===== src/rtl/muldiv_seq.sv =====
// muldiv_seq: iterative multiply/divide sequencer that owns the HI/LO register pair.
// One shared radix-2 datapath, 32 steps per operation, plus a one-cycle sign fix-up.
// Build option MULDIV_DIV_EN: when defined, the restoring divider and the sticky dz
// flag are compiled in. When undefined, DIV/DIVU are no-ops and dz is tied low.
module muldiv_seq #(
  parameter int WIDTH = 32
) (
  input  logic             clk,
  input  logic             reset,
  input  logic             start,
  input  logic [2:0]       op,
  input  logic [WIDTH-1:0] a,
  input  logic [WIDTH-1:0] b,
  output logic [WIDTH-1:0] hi,
  output logic [WIDTH-1:0] lo,
  output logic             busy,
  output logic             done,
  output logic             stall,
  output logic             dz
);

  localparam int               CNT_W = $clog2(WIDTH) + 1;
  localparam logic [CNT_W-1:0] LAST  = CNT_W'(WIDTH - 1);

  typedef enum logic [1:0] {IDLE, CALC, FIX} state_t;
  state_t state, state_nxt;

  logic [CNT_W-1:0]   cnt;
  logic               neg_q;
  logic [2*WIDTH-1:0] acc_p0, acc_step, res;
  logic [WIDTH-1:0]   opd_p0;
  logic [WIDTH:0]     sum_p0;
  logic               op_md, op_div, op_signed, a_neg, b_neg, accept;
  logic [WIDTH-1:0]   a_mag, b_mag;
`ifdef MULDIV_DIV_EN
  logic               is_div, neg_r, div0, div0_in;
  logic [WIDTH:0]     trial_p0;
`endif

  // Two's-complement negate of a single-width value.
  function automatic logic [WIDTH-1:0] neg_w(input logic [WIDTH-1:0] x);
    logic signed [WIDTH-1:0] s;
    s = x;
    return -s;
  endfunction

  // Two's-complement negate of the double-width product.
  function automatic logic [2*WIDTH-1:0] neg_2w(input logic [2*WIDTH-1:0] x);
    logic signed [2*WIDTH-1:0] s;
    s = x;
    return -s;
  endfunction

  // Decode the request and form operand magnitudes for the signed ops.
  always_comb begin
    op_signed = ~op[0];
    op_div    = 1'b0;
`ifdef MULDIV_DIV_EN
    op_div    = (op[2:1] == 2'b01);
    div0_in   = op_div & (b == '0);
`endif
    op_md     = (op[2:1] == 2'b00) | op_div;
    a_neg     = op_signed & a[WIDTH-1];
    b_neg     = op_signed & b[WIDTH-1];
    a_mag     = a_neg ? neg_w(a) : a;
    b_mag     = b_neg ? neg_w(b) : b;
    accept    = start & (state == IDLE) & op_md;
  end

  // State register.
  always_ff @(posedge clk or negedge reset) begin
    if (!reset) state <= IDLE;
    else        state <= state_nxt;
  end

  // Next-state: a divide by zero skips the iterations and goes straight to fix-up.
  always_comb begin
    state_nxt = state;
    case (state)
      IDLE: begin
        if (accept) begin
          state_nxt = CALC;
`ifdef MULDIV_DIV_EN
          if (div0_in) state_nxt = FIX;
`endif
        end
      end
      CALC:    if (cnt == LAST) state_nxt = FIX;
      FIX:     state_nxt = IDLE;
      default: state_nxt = IDLE;
    endcase
  end

  // FSM outputs: busy covers CALC and FIX, so a request in FIX is stalled too.
  always_comb begin
    busy  = (state != IDLE);
    stall = start & busy;
  end

  // One iteration: shift-add for multiply, restoring shift-subtract for divide.
  always_comb begin
    sum_p0   = {1'b0, acc_p0[2*WIDTH-1:WIDTH]} + {1'b0, opd_p0};
    acc_step = acc_p0[0] ? {sum_p0, acc_p0[WIDTH-1:1]} : {1'b0, acc_p0[2*WIDTH-1:1]};
`ifdef MULDIV_DIV_EN
    trial_p0 = acc_p0[2*WIDTH-1:WIDTH-1] - {1'b0, opd_p0};
    if (is_div)
      acc_step = trial_p0[WIDTH] ? {acc_p0[2*WIDTH-2:0], 1'b0}
                                 : {trial_p0[WIDTH-1:0], acc_p0[WIDTH-2:0], 1'b1};
`endif
  end

  // Fix-up: restore signs of the magnitude result before it lands in HI/LO.
  always_comb begin
    res = neg_q ? neg_2w(acc_p0) : acc_p0;
`ifdef MULDIV_DIV_EN
    if (div0) begin
      res = acc_p0;
    end else if (is_div) begin
      res[WIDTH-1:0]       = neg_q ? neg_w(acc_p0[WIDTH-1:0]) : acc_p0[WIDTH-1:0];
      res[2*WIDTH-1:WIDTH] = neg_r ? neg_w(acc_p0[2*WIDTH-1:WIDTH])
                                   : acc_p0[2*WIDTH-1:WIDTH];
    end
`endif
  end

  // Stage p0: accumulator and operand register, loaded at accept, stepped in CALC.
  always_ff @(posedge clk) begin
    if (accept) begin
      acc_p0 <= {{WIDTH{1'b0}}, b_mag};
      opd_p0 <= a_mag;
`ifdef MULDIV_DIV_EN
      if (op_div) begin
        acc_p0 <= {{WIDTH{1'b0}}, a_mag};
        opd_p0 <= b_mag;
      end
      if (div0_in) acc_p0 <= {a, {WIDTH{1'b1}}};
`endif
    end else if (state == CALC) begin
      acc_p0 <= acc_step;
    end
  end

  // Control, counter and HI/LO: results land only in FIX or on MTHI/MTLO.
  always_ff @(posedge clk or negedge reset) begin
    if (!reset) begin
      cnt   <= '0;
      neg_q <= 1'b0;
      done  <= 1'b0;
      hi    <= '0;
      lo    <= '0;
`ifdef MULDIV_DIV_EN
      is_div <= 1'b0;
      neg_r  <= 1'b0;
      div0   <= 1'b0;
      dz     <= 1'b0;
`endif
    end else begin
      done <= 1'b0;
      if (accept) begin
        cnt   <= '0;
        neg_q <= a_neg ^ b_neg;
`ifdef MULDIV_DIV_EN
        is_div <= op_div;
        neg_r  <= a_neg;
        div0   <= div0_in;
        dz     <= 1'b0;
`endif
      end else if (state == CALC) begin
        cnt <= cnt + CNT_W'(1);
      end
      if (state == FIX) begin
        hi   <= res[2*WIDTH-1:WIDTH];
        lo   <= res[WIDTH-1:0];
        done <= 1'b1;
`ifdef MULDIV_DIV_EN
        if (div0) dz <= 1'b1;
`endif
      end else if (start && (state == IDLE) && (op == 3'b100)) begin
        hi <= a;
      end else if (start && (state == IDLE) && (op == 3'b101)) begin
        lo <= a;
      end
    end
  end

`ifndef MULDIV_DIV_EN
  assign dz = 1'b0;
`endif

endmodule

===== config.mk =====
export PLATFORM = sky130hd
export DESIGN_NAME = muldiv_seq
export DESIGN_NICKNAME = d
export VERILOG_FILES = /design/src/rtl/muldiv_seq.sv
export SDC_FILE = /design/constraint.sdc
export NUM_CORES = 1
export LEC_CHECK = 0
export BUFFER_PORTS_ARGS = -buffer_cell sky130_fd_sc_hd__buf_4
export CAP_MARGIN = 20
export CORE_ASPECT_RATIO = 1.1
export CORE_MARGIN = 2
export CORE_UTILIZATION = 25
export CTS_BUF_LIST = sky130_fd_sc_hd__clkbuf_4 sky130_fd_sc_hd__clkbuf_8 sky130_fd_sc_hd__clkbuf_16
export CTS_CLUSTER_SIZE = 10
export DETAILED_ROUTE_END_ITERATION = 8
export GPL_TIMING_DRIVEN = 0
export PLACE_DENSITY = 0.38
export RECOVER_POWER = 100
export SETUP_SLACK_MARGIN = 0.3
export SLEW_MARGIN = 20
export SYNTH_ARGS = -nofsm -noshare
export SYNTH_HDL_FRONTEND = slang
export SYNTH_SLANG_ARGS = --single-unit

===== constraint.sdc =====
create_clock -name clk -period 4.1 [get_ports clk]
set_input_delay 0.615 -clock clk [delete_from_list [all_inputs] [get_ports clk]]
set_output_delay 0.615 -clock clk [all_outputs]
set_load 0.005 [all_outputs]

# [Yosys cells after proc, flatten, opt, wreduce, memory -nomap -nowiden]
# Cells that the tools add are included.
[op_classes] add_sub_neg=5 n_mul=0 div=0 n_lt_le_gt_ge=0 eq_ne=8 n_shift=0 muxes=17 bitwise_logic=7 n_reduce_logical=11
[op_table] op="2-to-1 mux 32 bit" n=9
[op_table] op="2-to-1 mux 64 bit" n=2
[op_table] op="negation 32 bit" n=2
[op_table] op="negation 64 bit" n=1
[op_table] op="adder 32 x 32 -> 33 bit" n=1
[op_table] op="2-to-1 mux 6 bit" n=2
[op_table] op="nonzero test 2 bit" n=4
[op_table] op="adder 6 x 1 -> 6 bit, second input constant" n=1
[op_table] op="equality test 3 bit, second input constant" n=2
[op_table] op="equality test 6 x 5 -> 1 bit, second input constant" n=1
[op_table] op="!= test 2 bit, second input constant" n=3
[op_table] op="AND 1 bit" n=5
[op_table] op="zero test 2 bit" n=2
[op_table] op="2-to-1 mux 2 bit" n=2
[op_table] op="one-hot mux 2 bit (2 select lines)" n=1
[op_table] op="AND reduction 2 bit" n=2
[op_table] op="logical AND 1 bit" n=3
[op_table] op="equality test 2 x 1 -> 1 bit, second input constant" n=1
[op_table] op="equality test 2 bit, second input constant" n=1
[op_table] op="2-to-1 mux 1 bit" n=1
[op_table] op="NOT 1 bit" n=1
[op_table] op="bitwise XOR 1 bit" n=1
[totals] register_bits=170 latch_bits=0 ramBits=0 mem_bits_ro=0 input_bits=70 output_inout_bits=68 elab_cells=57 memories=0

# [Depth between registers and ports, before layout]
[depth] depth_word=6 depth_mapped=9 mapped_depth_nobuf=9

# [Least setup slack after synthesis]
# No wires, ideal clock.
[synth_path] path_type="input to register" startpoint="input op[1]" endpoint="register acc_p0[1] (data pin)" setup_time_ns=0.325 arrival_ns=2.573 slack_ns=1.202 cell_stages=6 path_buffers=2 cell_sequence="nand2b_1 -> or3_1 -> clkbuf_1 -> inv_1 -> clkbuf_1 -> a31oi_1"
[synth_between] elab_chain_len=3
[synth_lines] item="start, declared" line_no="11" source="input logic [2:0] op,"
[synth_lines] item="zero test 2 bit" line_no="62" source="op_md = (op[2:1] == 2'b00) | op_div;"
[synth_lines] item="AND 1 bit" line_no="67" source="accept = start & (state == IDLE) & op_md;"
[synth_lines] item="net accept" line_no="33" source="logic op_md, op_div, op_signed, a_neg, b_neg, accept;"
[synth_lines] item="2-to-1 mux 32 bit" line_no="128" source="if (accept) begin"
[synth_lines] item="end signal, assigned" line_no="129" source="acc_p0 <= {{WIDTH{1'b0}}, b_mag};"
[synth_lines] item="end signal, assigned" line_no="139" source="acc_p0 <= acc_step;"
[synth_lines] item="end, declared" line_no="30" source="logic [2*WIDTH-1:0] acc_p0, acc_step, res;"
# The timed path passes the listed nets, and every way through them passes these cells.
# A chain may end at the register's enable or synchronous reset.

# [Worst setup path in the final report]
[layout_path] startpoint="register acc_p0[18]" endpoint="register hi[27]"
[layout_between] elab_chain_len=3
[layout_lines] item="negation 64 bit" line_no="51" source="return -s;"
[layout_lines] item="2-to-1 mux 64 bit" line_no="114" source="res = neg_q ? neg_2w(acc_p0) : acc_p0;"
[layout_lines] item="2-to-1 mux 32 bit" line_no="171" source="if (state == FIX) begin"
[layout_lines] item="end signal, assigned" line_no="172" source="hi <= res[2*WIDTH-1:WIDTH];"
[layout_lines] item="end, declared" line_no="14" source="output logic [WIDTH-1:0] hi,"
# Every way passes these cells.

==> run metrics <==
internal power 5.442 mW; syn nets 1402; Core Region 44590 µm²; leading area contributor after synthesis edfxtp_1; setup TNS 0 ps; H-tree lvl count 4; commonest non-fill, non-tap cell in the layout nand2_1; final hold vios 0; area grow syn2layout 19.61%; Gate power share 47.7%; crit-path max FO 7; ranking of synthesized cells by area edfxtp_1 (17%), dfrtp_1 (16%), xor2_1 (7.3%); CTS tree built; DRC violations left 0; I/O pin total 138; pre-CTS WS 531.7 ps; DRT antenna net count 0; kind of critical path reg2reg; Synth async-reset ratio 43.53%; Worst Skew 12.45 ps; Fill cells 4813; layout cells sized above 1 13.05%; Avg Synthesized Cell Area 8.754 µm²; Largest stage delay, worst path 590 ps; routed via count 10350; vias in the first global route 10460; CP Launch Type flip-flop; LEAKAGE 5.294 nW; DR WL/cell 22.30 µm; Top cell by count, worst path or4_4; Reg clk slew, reported paths 70 ps; Least-Margin Pin Slew 1945 ps; Post-Layout Cell Count 2045; switch share 45.03%; Die Height 227.3 µm; clk buf depth 2; first-pass GRT wire length 67850 µm; Starting Density 25.42%; library cells used by synthesis 68; Crit. End Element flip-flop; worst hold path type in2reg; P_sw 4.458 mW; NumNets Final 1558; final hold slack 438.4 ps; most frequent cells in the layout nand2_1 (157), o21ai_0 (155), nor2_1 (98), xor2_1 (95), a21oi_1 (93); worst-path cell with the longest stage delay o41ai_1; status finished with violations; clk_lat worst skew 460 ps; CTS Hold Bufs 0; CP Data Arrival Time 3950 ps; port bufs 135; buffers and inverters on the worst path 0; final setup fails 0; DRT Pass-1 Iters 7; max-cap violations 1; GRT Overall Usage 19.37%; ys flop type dfrtp_1; #FFs+latches synth 170; Setup WS post-layout 466.0 ps; Root Driver clkbuf_16; Synth Warn # 0; failing checks max-capacitance violations, max-slew violations; top-area cell type share of the netlist area 16.95%; Period Utilization, post-route 88.63%; drt initial violations 514; clock power share 16.9%; min cycle time layout 3634 ps; Peak VDD IR 367.4 µV; Crit path required time 4420 ps; gp weighted congestion 0.8414; total power 9.900 mW; family with the most delay on the worst path simple AND/OR/NAND/NOR gates; RSZ-0062 raised after global routing false; final wirelength 45600 µm; sequential group share of total power 35.3%; sequential area share after synthesis 38.94%; CP cell instances or4_4 > or4_4 > nor4_1 > nand3_1 > o41ai_1 > xor2_1 > a21oi_1; clk sink count 170; Via density 5.059; cells after synthesis 1295; Setup Buffers After CTS 0; gr ovfl total 0; Post-Synthesis Cell Area 11340 µm²; post-cts gate resize count 0; Max Slew Vio Count 32; Post-synth EDFFs 64; placed cells 2013; PD cells 730.1 nW/µm²; fmax 275.2 MHz; Die W 207.0 µm; CTS Buf Count 17; relative slew slack -29.66%; diode count 0; largest net degree at the start of global routing 45; Die ar. 47070 µm²; initial antenna violation count 1; DP HPWL 36170 µm; Rows 81
==> flip-flops by register name, summed over array words and instances, names as in the netlist <==
register,count
state,2
done,1
opd_p0,32
cnt,6
hi,32
neg_q,1
acc_p0,64
lo,32
==> power groups by stage <==
stage / clock network (mW) / registers [mW] / logic (mW)
CTS: 1.71 / 3.50 / 4.88
global route: 1.76 / 3.61 / 5.30
global placement: 0 / 3.54 / 4.82
detailed placement: 0 / 3.54 / 4.84
finish: 1.68 / 3.50 / 4.73
floorplan: 0 / 3.17 / 3.12
==> per-stage QoR <==
stage	cell area, µm²	util (%)
after floorplan	11340	-
after global placement	13080	29.32
after detailed placement	13130	29.45
after CTS	13730	30.78
after global routing	13560	30.41
final	13560	30.41
==> worst min-delay path, cell delays in order <==
cell	delay, ps
buf_4	100
nand3_1	60
o211ai_1	90
==> layout make-up <==
type	count	area (µm²)	area share (%)
plain buffers	67	255.2	1.882
clock buffers	22	521.8	3.848
clock inverters	10	71.32	0.5260
inverters	25	93.84	0.6921
multi-input cells	1033	6486	47.84
flip-flops and latches	170	4414	32.55
well taps	581	726.9	5.361
repair buffers	137	989.7	7.299
==> metal layers <==
layer | part of all wire [%] | track usage [%] | vias up
met5 | 0.029 | 0 | -
met4 | 2.5 | 5.922 | 2
met3 | 2.8 | 2.235 | 52
met2 | 50 | 34.73 | 201
met1 | 45 | 24.43 | 5066
li1 | - | - | 5025
==> cells by family after synthesis <==
group	Yosys count	synth area share [%]
AO/OA/AOI/OAI	387	20.75
XOR/XNOR	148	11.43
adder cells (fa/ha/maj)	37	4.150
buffers and inverters	92	3.080
flip-flops	170	38.94
multiplexers	39	3.687
other	1	0.03308
AND/OR/NAND/NOR	421	17.92
==> synth_stat cells, drive strengths merged, types with 2 or more instances <==
cell type,instances
o41ai,17
dfrtp,74
xor2,95
nor3,28
nand4b,3
o31ai,26
mux2,22
o21a,4
nand4,15
o21ai,164
nand2b,11
or4,16
o21bai,4
edfxtp,64
o211ai,11
dfxtp,32
nand3b,5
nand3,25
or4b,2
a22oi,17
and2,5
or2,6
clkbuf,60
a21oi,93
ha,36
a221oi,2
a21boi,6
a211oi,6
inv,23
nand2,157
mux2i,17
clkinv,2
buf,7
nor4,11
nor2b,7
or3,22
a21o,11
o22ai,7
and3,7
nor2,98
a31oi,8
xnor2,53
==> path summary, 6_finish.rpt <==
check / startpoint / slack [ps] / to / depth (start not counted)
setup / recovery: acc_p0[18] / 470 / hi[27] / 7
hold / removal: a[23] / 440 / lo[23] / 3
setup reg to reg: acc_p0[18] / 470 / hi[27] / 7
hold reg to reg: cnt[5] / 480 / state[1] / 1
max in group asynchronous: reset / 1300 / hi[28] / 2
min in group asynchronous: reset / 690 / lo[5] / 1
Power figures use the tool's default switching activity.
